[src/rtl/frodo_pkg.sv]
// Shared definitions for frodo fifo consumers.
//   state_t : consumer FSM encoding (IDLE / RUN / DONE)
//   DEF_DW  : default fifo data width
package frodo_pkg;

  typedef enum logic [1:0] {
    ST_IDLE = 2'd0,
    ST_RUN  = 2'd1,
    ST_DONE = 2'd2
  } state_t;

  localparam int DEF_DW = 16;

endpackage

[src/rtl/fifo_rd_tracker.sv]
// Tracks reads issued to a fifo and read data returned from it, for a block
// of N words.
// Ports:
//   clk, rst_n : clock, asynchronous active-low reset
//   clr        : synchronous clear of both counters (start of a new block)
//   issue      : a read strobe is being issued this cycle
//   accept     : a returned word is being consumed this cycle
//   can_issue  : fewer than N reads issued in this block
//   last_word  : the next accepted word completes the block
//   pending    : at least one read is outstanding (issued != received)
module fifo_rd_tracker #(
  parameter int N = 8
) (
  input  logic clk,
  input  logic rst_n,
  input  logic clr,
  input  logic issue,
  input  logic accept,
  output logic can_issue,
  output logic last_word,
  output logic pending
);

  // One extra bit so the count can reach N itself.
  localparam int CW = $clog2(N) + 1;

  logic [CW-1:0] issued;
  logic [CW-1:0] rcvd;

  always_ff @(posedge clk or negedge rst_n) begin
    if (!rst_n) begin
      issued <= '0;
      rcvd   <= '0;
    end else if (clr) begin
      issued <= '0;
      rcvd   <= '0;
    end else begin
      if (issue)  issued <= issued + CW'(1);
      if (accept) rcvd   <= rcvd + CW'(1);
    end
  end

  assign can_issue = (issued < CW'(N));
  assign last_word = (rcvd == CW'(N - 1));
  assign pending   = (issued != rcvd);

endmodule

[src/rtl/fifo_block_acc.sv]
// Read-side consumer for the fifo RD/EMPTY/VALID interface. Drains DW-bit
// words from the fifo, sums each block of N words and presents the result
// on a valid/ready port.
// Optional feature: define FIFO_BLOCK_AVG_EN to report the block mean
// (sum >> log2(N), truncating) instead of the raw sum.
// Ports:
//   CLK        : clock, all logic on posedge
//   RST        : asynchronous active-low reset
//   EMPTY      : fifo empty flag
//   VALID      : fifo read data valid, one cycle after an accepted RD
//   DIN        : fifo read data, used only with VALID
//   RD         : fifo read strobe (combinational, never while EMPTY)
//   SUM        : block result, stable while SUM_VALID
//   SUM_VALID  : result valid
//   SUM_READY  : downstream accepts result
//   BUSY       : high in RUN or DONE
//   STATE      : FSM state, for observation
// Handshake: a result transfers on a rising edge where SUM_VALID and
// SUM_READY are both high; SUM/SUM_VALID do not change until then, and
// SUM_READY has no effect while SUM_VALID is low.
module fifo_block_acc
  import frodo_pkg::*;
#(
  parameter int DW = DEF_DW,
  parameter int N  = 8
) (
  input  logic                      CLK,
  input  logic                      RST,
  input  logic                      EMPTY,
  input  logic                      VALID,
  input  logic [DW-1:0]             DIN,
  output logic                      RD,
  output logic [DW+$clog2(N)-1:0]   SUM,
  output logic                      SUM_VALID,
  input  logic                      SUM_READY,
  output logic                      BUSY,
  output state_t                    STATE
);

  localparam int LOG2N = $clog2(N);
  localparam int SW    = DW + LOG2N;

  state_t        state, state_d;
  logic [SW-1:0] acc, acc_d;
  logic [SW-1:0] sum_q, sum_d;
  logic [SW-1:0] acc_plus;
  logic          clr, issue, accept;
  logic          can_issue, last_word, pending;

  fifo_rd_tracker #(.N(N)) u_tracker (
    .clk       (CLK),
    .rst_n     (RST),
    .clr       (clr),
    .issue     (issue),
    .accept    (accept),
    .can_issue (can_issue),
    .last_word (last_word),
    .pending   (pending)
  );

  assign acc_plus = acc + SW'(DIN);

  always_comb begin
    state_d = state;
    acc_d   = acc;
    sum_d   = sum_q;
    clr     = 1'b0;
    issue   = 1'b0;
    accept  = 1'b0;
    case (state)
      ST_IDLE: begin
        state_d = ST_RUN;
        clr     = 1'b1;
        acc_d   = '0;
      end
      ST_RUN: begin
        issue  = ~EMPTY & can_issue;
        // VALID without an outstanding read is a stray and is dropped.
        accept = VALID & pending;
        if (accept) begin
          acc_d = acc_plus;
          if (last_word) begin
            state_d = ST_DONE;
`ifdef FIFO_BLOCK_AVG_EN
            sum_d = acc_plus >> LOG2N;
`else
            sum_d = acc_plus;
`endif
          end
        end
      end
      ST_DONE: begin
        if (SUM_READY) begin
          state_d = ST_RUN;
          clr     = 1'b1;
          acc_d   = '0;
        end
      end
      default: state_d = ST_IDLE;
    endcase
  end

  always_ff @(posedge CLK or negedge RST) begin
    if (!RST) begin
      state <= ST_IDLE;
      acc   <= '0;
      sum_q <= '0;
    end else begin
      state <= state_d;
      acc   <= acc_d;
      sum_q <= sum_d;
    end
  end

  assign RD        = issue;
  assign SUM       = sum_q;
  assign SUM_VALID = (state == ST_DONE);
  assign BUSY      = (state == ST_RUN) || (state == ST_DONE);
  assign STATE     = state;

endmodule

[config.mk]
export PLATFORM = sky130hd
export DESIGN_NAME = fifo_block_acc
export DESIGN_NICKNAME = d
export VERILOG_FILES = /design/src/rtl/frodo_pkg.sv /design/src/rtl/fifo_rd_tracker.sv /design/src/rtl/fifo_block_acc.sv
export SDC_FILE = /design/constraint.sdc
export NUM_CORES = 1
export LEC_CHECK = 0
export CORE_MARGIN = 4
export CORE_UTILIZATION = 49
export DETAILED_ROUTE_END_ITERATION = 16
export GPL_ROUTABILITY_DRIVEN = 0
export GPL_TIMING_DRIVEN = 1
export HOLD_SLACK_MARGIN = 0.1
export PLACE_DENSITY = 0.77
export SLEW_MARGIN = 10
export SYNTH_ARGS = -nofsm -noshare
export SYNTH_HDL_FRONTEND = slang
export SYNTH_SLANG_ARGS = --single-unit
[constraint.sdc]
create_clock -name CLK -period 2.4 [get_ports CLK]
set_input_delay 0.48 -clock CLK [delete_from_list [all_inputs] [get_ports CLK]]
set_output_delay 0.48 -clock CLK [all_outputs]
set_load 0.02 [all_outputs]
==> summary.txt <==
Outcome
  – Status: complete, no violations

Route
  – Max Used Layer: met4
  – Met3 wire length: ~250 um
  – Met2 Wirelength: about 3800 um
  – Routed wire length: approximately 7300 um
  – Wire per inst: 15.9 um
  – WL met1: 3100 um
  – Final ANT Viol Nets: 0
  – Vias per inst: about 5.5
  – First-pass DRT Iterations: 4
  – Post-route DRC: 0
  – Vias: 2520
  – Initial DRC Count: 71

Worst setup path
  – Worst path slowest cell: dfrtp_1
  – Arr. time, crit path: between 2 and 3 ns
  – Crit path launch type: flip-flop
  – Kind of cell adding the most delay to the critical path: compound AO/OA/AOI/OAI gates
  – Critical path capture point type: flip-flop
  – WP data required: between 2 and 3 ns
  – Largest stage delay, worst path: 0.40 ns
  – CP Class: flip-flop to flip-flop
  – Maximum fanout along the worst path: 6
  – Crit path cell chain: ha_4 > inv_2 > fa_2 > nand2b_4 > a21oi_4 > o21ai_4 > o31ai_4 > a311oi_4 > o21a_1 > o31a_1
  – CP bufs+invs: 1

Clocking
  – Clock slew at reported path FFs: approximately 0.1 ns
  – Root buf cell: clkbuf_8
  – Clock buffer depth: 2
  – TritonCTS Buffers: 5
  – Worst-skew pair later-pin latency: between 0.3 and 0.4 ns
  – H-tree levels: 2
  – CTS tree: done
  – # hold bufs at CTS: 0
  – CTS sink count: 48

Floorplanning
  – FP Rows: 27
  – Die height: around 85 um
  – Placeable core region: 5610 um2
  – Starting Density: 0.513
  – Chip width: 84.6 um
  – I/O pin cnt: 45
  – Die Footprint: roughly 7200 um2

STA
  – Slew margin rel.: 0.651
  – Least-Margin Pin Slew: around 0.52 ns
  – Final hold vios: 0
  – Final worst-path setup slack: between 0.04 and 0.05 ns
  – Final hold slack: around 0.13 ns
  – Fin crit share: 0.982
  – RSZ-0062 raised after global routing: yes
  – Final slew viol count: 0
  – Min Tclk post-route: between 2 and 2.5 ns
  – Fmax: 424 MHz
  – # setup viols final: 0
  – Clock skew: between 0.009 and 0.01 ns

Hold path
  – Hold Path Class: primary input to async pin

Logic synthesis
  – Area fraction of the dominant cell type after synthesis: 0.418
  – Avg Synthesized Cell Area: a little under 10 um2
  – Post-synth EDFFs: 0
  – Asr flop ratio synth: 1.00
  – Synth area leaders: dfrtp_1 42%, ha_1 9.1%, nand2_1 5.9%
  – Synth cell count leaders: 48 x dfrtp_1, 45 x nand2_1, 23 x o21ai_0, 21 x ha_1, 19 x nor2_1
  – Leading register cell type out of synthesis: dfrtp_1
  – Syn Nets: between 300 and 400
  – Post-Syn Instances: 290
  – Yosys top cell by area: dfrtp_1
  – Seq/Total Area, Yosys: 0.418
  – Count leader, synth: dfrtp_1
  – Post-synth cell types: between 50 and 60
  – Post-Synthesis Cell Area: about 2900 um2
  – Synthesis Warnings: 0
  – Yosys reg bits: 48

Final layout
  – Antenna Cells: 0
  – Final core utilization: 0.728
  – Final instance area: a little over 4000 um2
  – Fillers: about 390
  – Final net count: roughly 430
  – FF/Latch Area: around 1200 um2
  – Multi-input gate area: ~1800 um2
  – Area growth syn-to-layout: 42.0%
  – Share of post-route cells with drive strength above 1: 0.256

Power
  – Reg power frac: 0.274
  – Leakage: around 1.9 nW
  – PD cells: 1060 nW/um2
  – Peak VDD IR: between 0.6 and 0.7 mV
  – Sw power: between 1.5 and 2 mW
  – Total power: around 4.3 mW
  – Clock power share: 0.141
  – Combinational power share: 0.585
  – Int Pwr: 2.57 mW
  – Sw frac: 0.406

Run
  – Max Cap Viol: 0

Placement
  – Placed inst area: about 3800 um2
  – Dpl ws: -0.622 ns
  – Post-DP HPWL: between 4000 and 5000 um
  – Port buffer count: between 40 and 50

Global routing
  – Remaining Overflow, GRT: 0
  – Number of global-route vias before repair: about 2600
  – Antenna violations before repair: 0
  – Largest net degree at the start of global routing: 28
  – First-pass GRT wire length: around 12000 um
  – Overall Global Routing Usage: 0.201
[timing repair]
action / 4_1_cts / 5_1_grt
pin swaps: 10 / 11
setup buffers: 1 / 3
gates cloned: 0 / 0
setup endpoints to repair: 20 / 15
resized for setup: 16 / 21
[routing by layer]
metal  vias to the layer above  track usage
li1                       1222            -
met1                      1225        0.238
met2                        56        0.363
met3                        17       0.0412
met4                         0       0.0590
met5                         -            0
[placed cells by master, fill, tap and decap left out, drive strengths merged, types with 2 or more instances in the layout]
cell type	synthesis	layout
a21o	7	7
a21oi	19	19
a22o	7	7
a311oi	3	3
a41oi	2	2
and3	2	2
buf	6	54
clkbuf	2	5
clkdlybuf4s50	0	36
dfrtp	48	48
dlygate4sd2	0	2
dlymetal6s2s	0	4
ha	21	21
inv	8	9
mux2	9	9
nand2	45	45
nand2b	5	5
nand3	9	9
nor2	19	19
nor2b	4	4
nor3	2	2
o211ai	2	2
o21ai	26	26
o21bai	2	2
o31ai	2	2
or4	3	3
xnor2	9	9
xor2	13	13
[kinds of logic after synthesis]
kind of cell,Yosys count,synth area share
and+or+nand+nor,94,0.150
AOI/OAI and AO/OA,78,0.198
DFF,48,0.418
xor gates and xnor gates,22,0.0670
adders and majority gates,22,0.0983
buffers and inverters,16,0.0305
muxes,10,0.0387
[path summary, 6_finish.rpt]
check / start / end / slack (ns) / depth (start not counted)
worst min-delay path: RST / acc[3] / 0.13 / 1
worst max-delay path: acc[0] / SUM[18] / 0.04 / 10
min in group CLK: SUM[11] / SUM[11] / 0.49 / 2
max in group asynchronous: RST / acc[15] / 1.74 / 2
worst max register to register: acc[0] / SUM[18] / 0.04 / 10
worst min register to register: SUM[11] / SUM[11] / 0.49 / 2
[sequential cells by signal, summed over array words and instances, names as in the netlist]
signal	count
SUM	19
STATE	2
u_tracker.issued	4
u_tracker.rcvd	4
acc	19
[power groups by stage]
stage | clock, mW | sequential (mW) | combinational, mW
3_3_place_gp | 0 | 1.17 | 2.20
6_report | 0.612 | 1.18 | 2.53
3_5_place_dp | 0 | 1.18 | 2.26
2_1_floorplan | 0 | 1.26 | 1.28
4_1_cts | 0.622 | 1.17 | 2.38
5_1_grt | 0.660 | 1.21 | 2.76
[worst reg2reg max path, delay by kind of cell (launching register included)]
family                   cells  cell delay (ns)
AND/OR/NAND/NOR              1             0.16
buffers and inverters        1             0.04
AO/OA/AOI/OAI                6             1.15
flip-flops                   1             0.40
adder cells (fa/ha/maj)      2             0.50
[per-stage QoR]
stage	TNS, ns	instances
finish	0	459
global route	-0.203	459
CTS	-0.00785	456
detailed placement	-10.29	447
global placement	-8.77	447
floorplan	0	290
[area by class of cell]
class                           instances  share of cell area
Tap cell                               72              0.0221
Clock buffer                            5              0.0169
Sequential cell                        48               0.294
Timing Repair Buffer                   97               0.213
Inverter                                8             0.00736
Multi-Input combinational cell        226               0.435
Clock inverter                          3              0.0113
(Power assumes the default switching activity.)
